===== src/rtl/bus_interface_unit_if.sv =====
// Bus bundle for bus_interface_unit: prefetcher read port, execute-unit
// read/write port and the external single-port memory bus.
// The master modport is the view of the bus interface unit itself; the
// slave modport is the view of everything attached around it.
interface bus_interface_unit_if #(
    parameter int AW = 20,
    parameter int DW = 16
);
    // Prefetcher word-read port
    logic              pf_req;
    logic [AW-1:0]     pf_adr;
    logic              pf_ack;
    logic [DW-1:0]     pf_dtr;
    // Execute-unit read/write port
    logic              xu_req;
    logic              xu_we;
    logic [AW-1:0]     xu_adr;
    logic [DW/8-1:0]   xu_be;
    logic [DW-1:0]     xu_wdat;
    logic              xu_ack;
    logic [DW-1:0]     xu_rdat;
    // External memory bus
    logic              mem_cs;
    logic              mem_we;
    logic [DW/8-1:0]   mem_be;
    logic [AW-1:0]     mem_adr;
    logic [DW-1:0]     mem_wdat;
    logic [DW-1:0]     mem_rdat;
    logic              mem_rdy;

    modport master (
        input  pf_req, pf_adr,
        output pf_ack, pf_dtr,
        input  xu_req, xu_we, xu_adr, xu_be, xu_wdat,
        output xu_ack, xu_rdat,
        output mem_cs, mem_we, mem_be, mem_adr, mem_wdat,
        input  mem_rdat, mem_rdy
    );

    modport slave (
        output pf_req, pf_adr,
        input  pf_ack, pf_dtr,
        output xu_req, xu_we, xu_adr, xu_be, xu_wdat,
        input  xu_ack, xu_rdat,
        input  mem_cs, mem_we, mem_be, mem_adr, mem_wdat,
        output mem_rdat, mem_rdy
    );
endinterface


===== src/rtl/bus_interface_unit.sv =====
// Bus interface unit: arbitrates the prefetcher (PF) word-read port and the
// execute-unit (XU) read/write port onto one external memory bus with
// ready-based wait states. One transfer in flight; a granted transfer always
// runs to completion and pulses its owner's ack, even if the request fell.
module bus_interface_unit #(
    parameter int AW     = 20,
    parameter int DW     = 16,
    parameter bit ARB_RR = 1'b1
) (
    input  logic                  clk,
    input  logic                  rst,
    bus_interface_unit_if.master  bus
);
    localparam int BW = DW / 8;

    typedef enum logic [1:0] {
        IDLE = 2'd0,
        BUSY = 2'd1,
        ACK  = 2'd2
    } state_t;

    state_t          state_r, state_s;
    logic            owner_xu_r, owner_xu_s;   // 1: XU owns the transfer
    logic            last_xu_r, last_xu_s;     // 1: XU was granted last
    logic            pf_ack_r, pf_ack_s;
    logic            xu_ack_r, xu_ack_s;
    logic [DW-1:0]   pf_dtr_r, pf_dtr_s;
    logic [DW-1:0]   xu_rdat_r, xu_rdat_s;
    logic            mem_cs_r, mem_cs_s;
    logic            mem_we_r, mem_we_s;
    logic [BW-1:0]   mem_be_r, mem_be_s;
    logic [AW-1:0]   mem_adr_r, mem_adr_s;
    logic [DW-1:0]   mem_wdat_r, mem_wdat_s;
    logic            grant_xu_s;

    // Arbitration: XU wins when alone, always under fixed priority, and
    // under round-robin only when PF was the previous winner.
    always_comb begin
        grant_xu_s = 1'b0;
        if (bus.xu_req) begin
            if (!bus.pf_req) begin
                grant_xu_s = 1'b1;
            end else if (ARB_RR == 1'b0) begin
                grant_xu_s = 1'b1;
            end else begin
                grant_xu_s = !last_xu_r;
            end
        end else begin
            grant_xu_s = 1'b0;
        end
    end

    // Next-state and next register values; everything holds unless changed.
    always_comb begin
        state_s    = state_r;
        owner_xu_s = owner_xu_r;
        last_xu_s  = last_xu_r;
        pf_ack_s   = 1'b0;
        xu_ack_s   = 1'b0;
        pf_dtr_s   = pf_dtr_r;
        xu_rdat_s  = xu_rdat_r;
        mem_cs_s   = mem_cs_r;
        mem_we_s   = mem_we_r;
        mem_be_s   = mem_be_r;
        mem_adr_s  = mem_adr_r;
        mem_wdat_s = mem_wdat_r;
        case (state_r)
            IDLE: begin
                if (bus.pf_req || bus.xu_req) begin
                    if (grant_xu_s) begin
                        owner_xu_s = 1'b1;
                        last_xu_s  = 1'b1;
                        if (bus.xu_be == {BW{1'b0}}) begin
                            // Nothing to transfer: acknowledge without a bus cycle
                            xu_ack_s = 1'b1;
                            state_s  = ACK;
                        end else begin
                            mem_cs_s   = 1'b1;
                            mem_we_s   = bus.xu_we;
                            mem_be_s   = bus.xu_be;
                            mem_adr_s  = bus.xu_adr;
                            mem_wdat_s = bus.xu_wdat;
                            state_s    = BUSY;
                        end
                    end else begin
                        owner_xu_s = 1'b0;
                        last_xu_s  = 1'b0;
                        mem_cs_s   = 1'b1;
                        mem_we_s   = 1'b0;
                        mem_be_s   = {BW{1'b1}};
                        mem_adr_s  = bus.pf_adr;
                        state_s    = BUSY;
                    end
                end else begin
                    state_s = IDLE;
                end
            end
            BUSY: begin
                if (mem_cs_r && bus.mem_rdy) begin
                    mem_cs_s = 1'b0;
                    mem_we_s = 1'b0;
                    if (!mem_we_r) begin
                        if (owner_xu_r) begin
                            xu_rdat_s = bus.mem_rdat;
                        end else begin
                            pf_dtr_s = bus.mem_rdat;
                        end
                    end else begin
                        xu_rdat_s = xu_rdat_r;
                    end
                    if (owner_xu_r) begin
                        xu_ack_s = 1'b1;
                    end else begin
                        pf_ack_s = 1'b1;
                    end
                    state_s = ACK;
                end else begin
                    state_s = BUSY;
                end
            end
            ACK: begin
                // Ack was high for this one cycle; requests are not sampled here
                state_s = IDLE;
            end
            default: begin
                state_s  = IDLE;
                mem_cs_s = 1'b0;
                mem_we_s = 1'b0;
            end
        endcase
    end

    // State and output registers with synchronous reset.
    always_ff @(posedge clk) begin
        if (rst) begin
            state_r    <= IDLE;
            owner_xu_r <= 1'b0;
            last_xu_r  <= 1'b1;   // PF wins the first contested round
            pf_ack_r   <= 1'b0;
            xu_ack_r   <= 1'b0;
            pf_dtr_r   <= {DW{1'b0}};
            xu_rdat_r  <= {DW{1'b0}};
            mem_cs_r   <= 1'b0;
            mem_we_r   <= 1'b0;
            mem_be_r   <= {BW{1'b0}};
            mem_adr_r  <= {AW{1'b0}};
            mem_wdat_r <= {DW{1'b0}};
        end else begin
            state_r    <= state_s;
            owner_xu_r <= owner_xu_s;
            last_xu_r  <= last_xu_s;
            pf_ack_r   <= pf_ack_s;
            xu_ack_r   <= xu_ack_s;
            pf_dtr_r   <= pf_dtr_s;
            xu_rdat_r  <= xu_rdat_s;
            mem_cs_r   <= mem_cs_s;
            mem_we_r   <= mem_we_s;
            mem_be_r   <= mem_be_s;
            mem_adr_r  <= mem_adr_s;
            mem_wdat_r <= mem_wdat_s;
        end
    end

    assign bus.pf_ack   = pf_ack_r;
    assign bus.pf_dtr   = pf_dtr_r;
    assign bus.xu_ack   = xu_ack_r;
    assign bus.xu_rdat  = xu_rdat_r;
    assign bus.mem_cs   = mem_cs_r;
    assign bus.mem_we   = mem_we_r;
    assign bus.mem_be   = mem_be_r;
    assign bus.mem_adr  = mem_adr_r;
    assign bus.mem_wdat = mem_wdat_r;
endmodule


===== src/flat_wrapper.sv =====
// flat-port wrapper written by rule: the top's interface ports become plain ports
module bus_interface_unit_flat 
#(
    parameter int AW     = 20,
    parameter int DW     = 16,
    parameter bit ARB_RR = 1'b1
)
  (clk, rst, bus_pf_req, bus_pf_adr, bus_pf_ack, bus_pf_dtr, bus_xu_req, bus_xu_we, bus_xu_adr, bus_xu_be, bus_xu_wdat, bus_xu_ack, bus_xu_rdat, bus_mem_cs, bus_mem_we, bus_mem_be, bus_mem_adr, bus_mem_wdat, bus_mem_rdat, bus_mem_rdy);
  bus_interface_unit_if #(.AW(AW), .DW(DW)) bus_i ();
  input  logic clk;
  input  logic rst;
  input wire logic [$bits(bus_i.pf_req)-1:0] bus_pf_req;
  input wire logic [$bits(bus_i.pf_adr)-1:0] bus_pf_adr;
  output wire logic [$bits(bus_i.pf_ack)-1:0] bus_pf_ack;
  output wire logic [$bits(bus_i.pf_dtr)-1:0] bus_pf_dtr;
  input wire logic [$bits(bus_i.xu_req)-1:0] bus_xu_req;
  input wire logic [$bits(bus_i.xu_we)-1:0] bus_xu_we;
  input wire logic [$bits(bus_i.xu_adr)-1:0] bus_xu_adr;
  input wire logic [$bits(bus_i.xu_be)-1:0] bus_xu_be;
  input wire logic [$bits(bus_i.xu_wdat)-1:0] bus_xu_wdat;
  output wire logic [$bits(bus_i.xu_ack)-1:0] bus_xu_ack;
  output wire logic [$bits(bus_i.xu_rdat)-1:0] bus_xu_rdat;
  output wire logic [$bits(bus_i.mem_cs)-1:0] bus_mem_cs;
  output wire logic [$bits(bus_i.mem_we)-1:0] bus_mem_we;
  output wire logic [$bits(bus_i.mem_be)-1:0] bus_mem_be;
  output wire logic [$bits(bus_i.mem_adr)-1:0] bus_mem_adr;
  output wire logic [$bits(bus_i.mem_wdat)-1:0] bus_mem_wdat;
  input wire logic [$bits(bus_i.mem_rdat)-1:0] bus_mem_rdat;
  input wire logic [$bits(bus_i.mem_rdy)-1:0] bus_mem_rdy;
  assign bus_i.pf_req = bus_pf_req;
  assign bus_i.pf_adr = bus_pf_adr;
  assign bus_pf_ack = bus_i.pf_ack;
  assign bus_pf_dtr = bus_i.pf_dtr;
  assign bus_i.xu_req = bus_xu_req;
  assign bus_i.xu_we = bus_xu_we;
  assign bus_i.xu_adr = bus_xu_adr;
  assign bus_i.xu_be = bus_xu_be;
  assign bus_i.xu_wdat = bus_xu_wdat;
  assign bus_xu_ack = bus_i.xu_ack;
  assign bus_xu_rdat = bus_i.xu_rdat;
  assign bus_mem_cs = bus_i.mem_cs;
  assign bus_mem_we = bus_i.mem_we;
  assign bus_mem_be = bus_i.mem_be;
  assign bus_mem_adr = bus_i.mem_adr;
  assign bus_mem_wdat = bus_i.mem_wdat;
  assign bus_i.mem_rdat = bus_mem_rdat;
  assign bus_i.mem_rdy = bus_mem_rdy;
  bus_interface_unit #(.AW(AW), .DW(DW), .ARB_RR(ARB_RR)) u_core (.clk(clk), .rst(rst), .bus(bus_i));
endmodule

===== config.mk =====
export PLATFORM = sky130hd
export DESIGN_NAME = bus_interface_unit_flat
export DESIGN_NICKNAME = d
export VERILOG_FILES = /design/src/rtl/bus_interface_unit_if.sv /design/src/rtl/bus_interface_unit.sv /design/src/flat_wrapper.sv
export SDC_FILE = /design/constraint.sdc
export NUM_CORES = 1
export LEC_CHECK = 0
export CAP_MARGIN = 10
export CORE_MARGIN = 2
export CORE_UTILIZATION = 38
export CTS_BUF_LIST = sky130_fd_sc_hd__clkbuf_8 sky130_fd_sc_hd__clkbuf_16
export DETAILED_ROUTE_END_ITERATION = 6
export PLACE_DENSITY = 0.76
export SYNTH_ARGS = -nofsm -noshare
export SYNTH_HDL_FRONTEND = slang
export SYNTH_SLANG_ARGS = --single-unit

===== constraint.sdc =====
create_clock -name clk -period 1.4 [get_ports clk]
set_input_delay 0.28 -clock clk [delete_from_list [all_inputs] [get_ports clk]]
set_output_delay 0.28 -clock clk [all_outputs]
set_load 0.005 [all_outputs]

### Yosys cells after proc, flatten, opt, wreduce, memory -nomap -nowiden

Index checks and enable logic that the tools add are counted.

* div/mod/pow operators: 0
* add/sub/neg operators: 0
* bitwise operators: 6
* multipliers: 0
* eq/ne operators: 6
* reduce and logical (&&, ||, !) cells: 12
* shift operators: 0
* $lt $le $gt $ge: 0
* muxes and demuxes: 28

Operators by type and width (number)
* two-way mux 20 bit: 2
* two-way mux 1 bit: 16
* AND reduction 4 bit: 4
* two-way mux 2 bit: 6
* inverter 1 bit: 6
* one-hot mux 1 bit (3 select lines): 2
* zero test 2 bit: 2
* inequality test 2 x 1 -> 1 bit, second input constant: 2
* one-hot mux 2 bit (2 select lines): 1
* inequality test 3 bit, second input constant: 1
* AND reduction 3 bit: 1
* OR reduction 3 bit: 1
* equality test 2 x 1 -> 1 bit, second input constant: 1
* equality test 2 bit, second input constant: 1
* inequality test 2 bit, second input constant: 1
* one-hot mux 1 bit (2 select lines): 1
* AND reduction 2 bit: 1
* logical AND 1 bit: 1
* zero test 1 bit: 1
* logical OR 1 bit: 1

* ROM bits: 0
* register bits after elaboration: 78
* RAM bits: 0
* output and inout port bits: 74
* latch bits: 0
* logic and storage cells: 64
* input port bits: 80
* memories kept: 0

### Depth between registers and ports, before layout

* depth after elaboration: 6
* gate-level depth with buffers: 6

### Worst setup path before layout

OpenSTA, ideal clock, no wires.

* kind: register to register
* start: register u_core.mem_cs_r (netlist: u_core.bus.mem_cs)
* end: register u_core.xu_rdat_r[10] (netlist: u_core.bus.xu_rdat[10])
* stages on the path, launching flop included: 5
* required time: 1281 ps
* period minus slack after synthesis: 1427 ps
* arrival: 1308 ps
* path slack: -27 ps
* buffers on the path: 1
* cells stage by stage: dfxtp_1 -> nand3_2 -> or4b_1 -> buf_4 -> mux2i_1

* longest elaborated chain between the ends: 2

RTL lines
* from (decl): line bus_interface_unit.sv:29 `logic mem_cs_r, mem_cs_s;`
* from (signal assigned): line bus_interface_unit.sv:156 `mem_cs_r <= mem_cs_s;`
* logical AND 1 bit: line bus_interface_unit.sv:99 `if (mem_cs_r && bus.mem_rdy) begin`
* AND reduction 4 bit (no line)
* to (signal assigned): line bus_interface_unit.sv:142 `xu_rdat_r <= {DW{1'b0}};`
* to (signal assigned): line bus_interface_unit.sv:155 `xu_rdat_r <= xu_rdat_s;`
* to (decl): line bus_interface_unit.sv:28 `logic [DW-1:0] xu_rdat_r, xu_rdat_s;`

No other way between the ends.
A chain may end at the register's enable or synchronous reset.

### Worst setup path in the final report

* start: register u_core.last_xu_r
* end: register u_core.mem_adr_r[4] (netlist: u_core.bus.mem_adr[4])

* longest elaborated chain between the ends: 5
* elaborated cells between the ends (all ways): 6

RTL lines
* from (decl): line bus_interface_unit.sv:24 `logic last_xu_r, last_xu_s;`
* from (signal assigned): line bus_interface_unit.sv:151 `last_xu_r <= last_xu_s;`
* zero test 1 bit *: line bus_interface_unit.sv:46 `grant_xu_s = !last_xu_r;`
* two-way mux 1 bit *: line bus_interface_unit.sv:41 `if (!bus.pf_req) begin`
* two-way mux 1 bit *: line bus_interface_unit.sv:40 `if (bus.xu_req) begin`
* inequality test 2 bit (no line)
* AND reduction 3 bit (no line)
* to (signal assigned): line bus_interface_unit.sv:146 `mem_adr_r <= {AW{1'b0}};`
* to (signal assigned): line bus_interface_unit.sv:159 `mem_adr_r <= mem_adr_s;`
* to (decl): line bus_interface_unit.sv:32 `logic [AW-1:0] mem_adr_r, mem_adr_s;`

Every way passes the cells marked *; elsewhere a longest branch is shown, timed or not.

==> impl_metrics.json <==
{
  "setup_ws_ps": -71.1,
  "critPathArrivalTime_ps": 1690,
  "row_count": 35,
  "final_common_cell": "dlygate4sd2_1",
  "drcViolationCount": 0,
  "critPathRequiredTime_ps": 1620,
  "yosysWarnings": 0,
  "period_share_pct": 105,
  "criticalPathCategory": "reg -> reg",
  "fin_setup_tns_ps": -564,
  "die_w_um": 101,
  "period_minus_slack_ps": 1470,
  "io_buffer_count": 153,
  "diodes": 0,
  "synth_nets": 448,
  "start_kind": "register",
  "io_pins": 154,
  "drt_iter0_markers": 103,
  "drtAntennaViolNets": 0,
  "timing.rr.end": "u_core.bus.mem_adr[4]$_SDFFE_PP0P_",
  "syn_area_sq_um": 3590,
  "whs_endpoint": "u_core.bus.mem_wdat[2]$_SDFFE_PP0P_",
  "post_synth.cell_area_avg_sq_um": 9.77,
  "wirelength_mm": 11.6,
  "cp_slowest_stage_delay_ps": 380,
  "numPlacedInstances": 632,
  "min_path_type": "reg -> reg",
  "antenna_found_initial": 0,
  "maxSlewViolCount": 0,
  "top_usage_layer": "met2",
  "grt_pass1_wl_mm": 17.0,
  "crit_path_end_kind": "register",
  "final_cell_mix": "78 x dlygate4sd2_1, 73 x clkdlybuf4s50_1, 48 x nand2b_1",
  "track_usage_pct": 20.5,
  "relSlewSlack_pct": 70.1,
  "dr.pass1.iters": 4,
  "reg2reg_slack_ps": -70,
  "nets": 633,
  "die-area_sq_um": 10300,
  "wire_per_inst_um": 17.5,
  "finalNonFillerCells": 667,
  "hold_start": "u_core.bus.mem_wdat[2]$_SDFFE_PP0P_",
  "vias": 3629,
  "setup_violations": 29,
  "htreeDepth": 3,
  "grt_overflow_total": 0,
  "synth-seq-cells": 78,
  "cts_sinks": 78,
  "yosysSeqAreaShare_pct": 43.4,
  "cp_cell_sequence": "a21bo_4 -> clkbuf_16 -> buf_12 -> nor3_1 -> a2111oi_2",
  "finClkSkew_ps": 11.9,
  "start_util_pct": 39.1,
  "numCtsBuffers": 9,
  "n_fill_cell": 703,
  "violations": "negative setup slack",
  "cts_root_buf": "clkbuf_8",
  "clk_path_buf_depth": 2,
  "cts_tree": "yes",
  "vdd_ir_drop_max_mv": 0.573,
  "grt_use_met2_pct": 36.8,
  "area_delta_synth_final_pct": 77.5,
  "yosysUniqueCellTypes": 34,
  "status": "complete, but fails checks",
  "grt_setup_unrepaired": "true",
  "cp_max_fo": 8,
  "cpMaxStageDelayCell": "dfxtp_4",
  "insertion_delay_ps": 340,
  "grt_max_degree": 41,
  "max_freq_ghz": 0.680,
  "holdPathStages": 2,
  "maxCapViolCount": 0,
  "r2r_cells": 5,
  "worstMarginPinSlew_ps": 449,
  "grt_pass1_vias": 3538,
  "hold_viol": 0,
  "synth_cells": 368,
  "dp_hpwl_mm": 7.61,
  "vias_per_cell": 5.44,
  "use_met3_pct": 3.73,
  "r2r_start": "u_core.last_xu_r$_SDFFE_PP1P_",
  "pwr_density_cell_nw_per_um2": 971,
  "drive_gt1_share_pct": 31.5,
  "core_area_sq_um": 9200,
  "die_y_um": 101,
  "p_leak_nw": 2.73,
  "routabilityCongestion": 0.835,
  "fin_util_pct": 69.4,
  "clkTransAtPathRegs_ps": 80,
  "met1_usage_pct": 25.0
}
[how the worst max path moves through the flow]
stage / startpoint / end / slack, ps / cells after the start
finish: u_core.last_xu_r$_SDFFE_PP1P_ / u_core.bus.mem_adr[4]$_SDFFE_PP0P_ / -70 / 5
global route: u_core.state_r[0]$_SDFF_PP0_ / u_core.bus.mem_adr[0]$_SDFFE_PP0P_ / -150 / 6
CTS: u_core.last_xu_r$_SDFFE_PP1P_ / u_core.bus.mem_adr[4]$_SDFFE_PP0P_ / -50 / 4
detailed placement: bus_xu_req / u_core.bus.mem_adr[4]$_SDFFE_PP0P_ / -960 / 4
global placement: bus_xu_req / u_core.bus.mem_adr[4]$_SDFFE_PP0P_ / -820 / 4
floorplan: u_core.last_xu_r$_SDFFE_PP1P_ / u_core.bus.mem_wdat[9]$_SDFFE_PP0P_ / 10 / 6
[synth_stat cells]
master	number	area share, %
buf_1	1	0.10
buf_4	3	0.63
a2111oi_2	10	4.2
nand2_1	4	0.42
clkbuf_1	19	2.0
nor2b_1	1	0.17
or4_1	1	0.21
or4b_1	1	0.28
nand3_2	1	0.28
nand4_1	17	3.0
nor2_1	3	0.31
a21o_1	2	0.42
o31ai_1	18	3.8
nor3_1	21	2.9
o21ai_0	2	0.28
mux2i_1	53	15
buf_6	1	0.31
a21bo_2	1	0.28
or3_1	1	0.17
buf_2	13	1.8
nor4_4	1	0.59
dfxtp_1	78	43
a21oi_1	43	6.0
or2_2	4	0.70
o211ai_1	3	0.63
inv_1	3	0.31
nor4b_1	1	0.24
a21boi_2	1	0.31
o32ai_1	1	0.24
a2111oi_0	9	2.2
nand2b_1	48	8.4
a221o_1	1	0.28
a211oi_1	1	0.21
a2111oi_1	1	0.28
[worst max-delay path, delay by kind of cell (launching register included)]
| family | cells | cell delay, ps |
|---|---|---|
| simple gates | 1 | 60 |
| buf+inv | 2 | 320 |
| compound gates | 2 | 570 |
| flops | 1 | 380 |
[stage by stage]
step	area, sq um	worst slack (ps)	hold WS [ps]	total power (W)
final	6380	-71.1	471	0.00620
after global routing	6380	-153	493	0.00644
after CTS	5870	-45.4	476	0.00588
after detailed placement	5490	-961	467	0.00389
after global placement	5490	-817	457	0.00385
after floorplan	3600	14.2	430	0.00311
[power breakdown]
part,internal (W),switching (W)
combinational,0.000969,0.000776
sequential,0.00238,0.000115
clock,0.00116,0.000797
[registers in the layout, summed over array words and instances (netlist names)]
signal / flops
u_core.bus.mem_adr: 20
u_core.bus.mem_wdat: 16
u_core.bus.pf_dtr: 16
u_core.bus.xu_rdat: 16
u_core.bus.mem_be: 2
u_core.state_r: 2
u_core.bus.mem_cs: 1
u_core.bus.mem_we: 1
u_core.bus.pf_ack: 1
u_core.bus.xu_ack: 1
u_core.last_xu_r: 1
u_core.owner_xu_r: 1
[per-layer routing]
layer,vias up,routed length [um]
met5,-,0
met4,0,145
met3,11,604
met2,123,6180
met1,1755,4720
li1,1740,-
[cells by family after synthesis]
family	Yosys count	synth area share (%)
mux	53	14.8
simple gates	104	17.6
flops	78	43.4
buf+inv	40	5.15
compound gates	93	19.0
[cell type report]
class	count	area, sq um	area share (%)
Inverter	3	11.3	0.177
Clock buffer	9	124	1.94
Timing Repair Buffer	210	2140	33.5
Clock inverter	5	101	1.59
Tap cell	111	139	2.18
Multi-Input combinational cell	251	2260	35.4
Sequential cell	78	1610	25.2
[repair_timing]
item                                    4_1_cts  5_1_grt
resized for setup                           143       71
gates cloned                                  2        5
endpoints found under the setup margin      140       59
pin swaps                                    10       31
setup buffers                                10        5
hold buffers                                  0        0
(Power assumes the default switching activity.)
==> variant, RTL diff (config.mk and constraints unchanged) <==
`ARB_RR` is set to 1'b1 in 2 places; all go to 1'b0.
--- a/src/rtl/bus_interface_unit.sv
+++ b/src/rtl/bus_interface_unit.sv
@@ -5,7 +5,7 @@
 module bus_interface_unit #(
     parameter int AW     = 20,
     parameter int DW     = 16,
-    parameter bit ARB_RR = 1'b1
+    parameter bit ARB_RR = 1'b0
 ) (
     input  logic                  clk,
     input  logic                  rst,
--- a/src/flat_wrapper.sv
+++ b/src/flat_wrapper.sv
@@ -3,7 +3,7 @@
 #(
     parameter int AW     = 20,
     parameter int DW     = 16,
-    parameter bit ARB_RR = 1'b1
+    parameter bit ARB_RR = 1'b0
 )
   (clk, rst, bus_pf_req, bus_pf_adr, bus_pf_ack, bus_pf_dtr, bus_xu_req, bus_xu_we, bus_xu_adr, bus_xu_be, bus_xu_wdat, bus_xu_ack, bus_xu_rdat, bus_mem_cs, bus_mem_we, bus_mem_be, bus_mem_adr, bus_mem_wdat, bus_mem_rdat, bus_mem_rdy);
   bus_interface_unit_if #(.AW(AW), .DW(DW)) bus_i ();
Behaviour: not the same (a bounded check fails within 4 cycles, from zero or initial values and one cycle with rst high).
==> variant against the original RTL <==
  * Largest cell class is now buffers
  * Sequential cell count is 1 lower
  * Power is 16% lower
  * Critical path depth stayed put
  * Highest routed layer unchanged
  * Count of clock-buffer cells in the layout rose by 1
  * Synthesized area down 18%
  * Synthesized cell count decreased by 7.1%
  * The flow still finishes with violations (negative setup slack)
  * Routed wire length fell by 27%
  * Worst setup slack improved by 0.021 ns
  * Design area down 21%
==> variant: results (changes against the original RTL) <==
[finish]
fillerInstances=661  ; -6.0%
syn_to_final_growth_pct=71.8
drive_gt1_frac=0.172  ; -0.143

[min_path]
min_path_type=input port to flop

[placement]
gpl.final_weighted_congestion=0.745  ; -11%
dp_hpwl_um=5900  ; -22%
place_area_um2=4740  ; -14%
dp_cells=593  ; -6.2%

[critical_path]
cell_with_the_largest_stage_delay_on_the_worst_path=sky130_fd_sc_hd__clkdlybuf4s50_1
critPathMaxStageDelay_ns=0.44  ; +0.06 ns
worst-path-max-fanout=10  ; +2
critical_path.top_delay_family=buffers and inverters
timing.critical_path.arrival_ns=1.67  ; -0.02 ns

[drt]
detail_route.iter0.violations=86  ; -17%
avgViaCountPerCell=4.80  ; -12%
route.vias.total=2949  ; -19%
post_drt_wl_per_cell_um=13.8  ; -21%

[run_status]
status=finished with violations
failed_checks=negative setup slack

[power_and_ir_drop]
power_switching_share=0.261  ; -0.0110
peakVddDrop_mv=0.574  ; +0.20%

[global_routing]
track_usage=0.194  ; -0.0115
grt_max_degree=49  ; +20%

[timing]
setup_slack_ns=-0.0501  ; +0.0210 ns
tightest_slew_ns=0.333  ; -0.116 ns
finalSetupViolCount=1  ; -97%

[yosys]
synth.top_cells.by_count=99 x sky130_fd_sc_hd__nand2_1, 77 x sky130_fd_sc_hd__dfxtp_1, 49 x sky130_fd_sc_hd__a21oi_1
synthDistinctLibCells=30  ; -12%
leading_cell_types_by_total_area_after_synthesis=sky130_fd_sc_hd__dfxtp_1 52%, sky130_fd_sc_hd__nand2_1 13%, sky130_fd_sc_hd__a21oi_1 8.3%
postSynthNetCount=422  ; -5.8%

==> variant: power groups by stage <==
stage	clock (mW)	combinational, mW	sequential, mW
floorplan	0	0.382	2.48
global placement	0	1.03	2.46
detailed placement	0	1.05	2.47
CTS	1.74	1.02	2.42
global route	1.84	1.20	2.43
finish	1.71	1.11	2.42
==> variant: cell families (layout without fill, tap and decap cells) <==
logic type,after synthesis,count (layout),synth area share
and+or+nand+nor,137,137,0.199
AOI/OAI and AO/OA,81,81,0.168
DFF,77,77,0.522
buffers and inverters,27,198,0.0428
muxes,20,20,0.0679
==> variant: cell type report <==
cell class,count,share of cell area
Timing Repair Buffer,182,0.357
Clock buffer,10,0.0271
Clock inverter,6,0.0138
Tap cell,102,0.0252
Sequential cell,77,0.312
Multi-Input combinational cell,238,0.264
==> variant: metal layers <==
layer | vias to the layer above | share of wire | global-route usage
li1 | 1492 | - | -
met1 | 1339 | 0.43 | 0.215
met2 | 108 | 0.49 | 0.344
met3 | 10 | 0.070 | 0.0633
met4 | 0 | 0.012 | 0.0746
met5 | - | 0 | 0
==> variant: final timing paths <==
kind                   startpoint                     end  slack, ns  cells past startpoint
min                           rst  u_core.bus.xu_rdat[10]       0.37                      3
max                    bus_pf_req   u_core.bus.mem_adr[7]      -0.05                      5
max reg2reg     u_core.state_r[0]   u_core.bus.mem_adr[7]      -0.02                      5
min reg2reg  u_core.bus.pf_dtr[0]    u_core.bus.pf_dtr[0]       0.45                      2
==> variant: timing repair <==
item                                    CTS  global route
resized for setup                       106            11
endpoints found under the setup margin  107            44
buffers inserted                          1             1
cloned                                    1             3
pin swaps                                 1             3
==> variant: through the flow <==
stage               power (mW)  TNS, ns  hold slack (ns)  worst slack [ns]
global route              5.48   -0.448            0.388           -0.0979
finish                    5.23  -0.0501            0.371           -0.0501
detailed placement        3.52   -24.67            0.448            -0.445
CTS                       5.18        0            0.371           0.00291
floorplan                 2.86   -0.979            0.416           -0.0592
global placement          3.49   -22.37            0.442            -0.424
==> variant: tightest hold or removal path, delay by kind of cell <==
| family | cells | cell delay, ns |
|---|---|---|
| AOI/OAI and AO/OA | 1 | 0.06 |
| buffers and inverters | 2 | 0.33 |
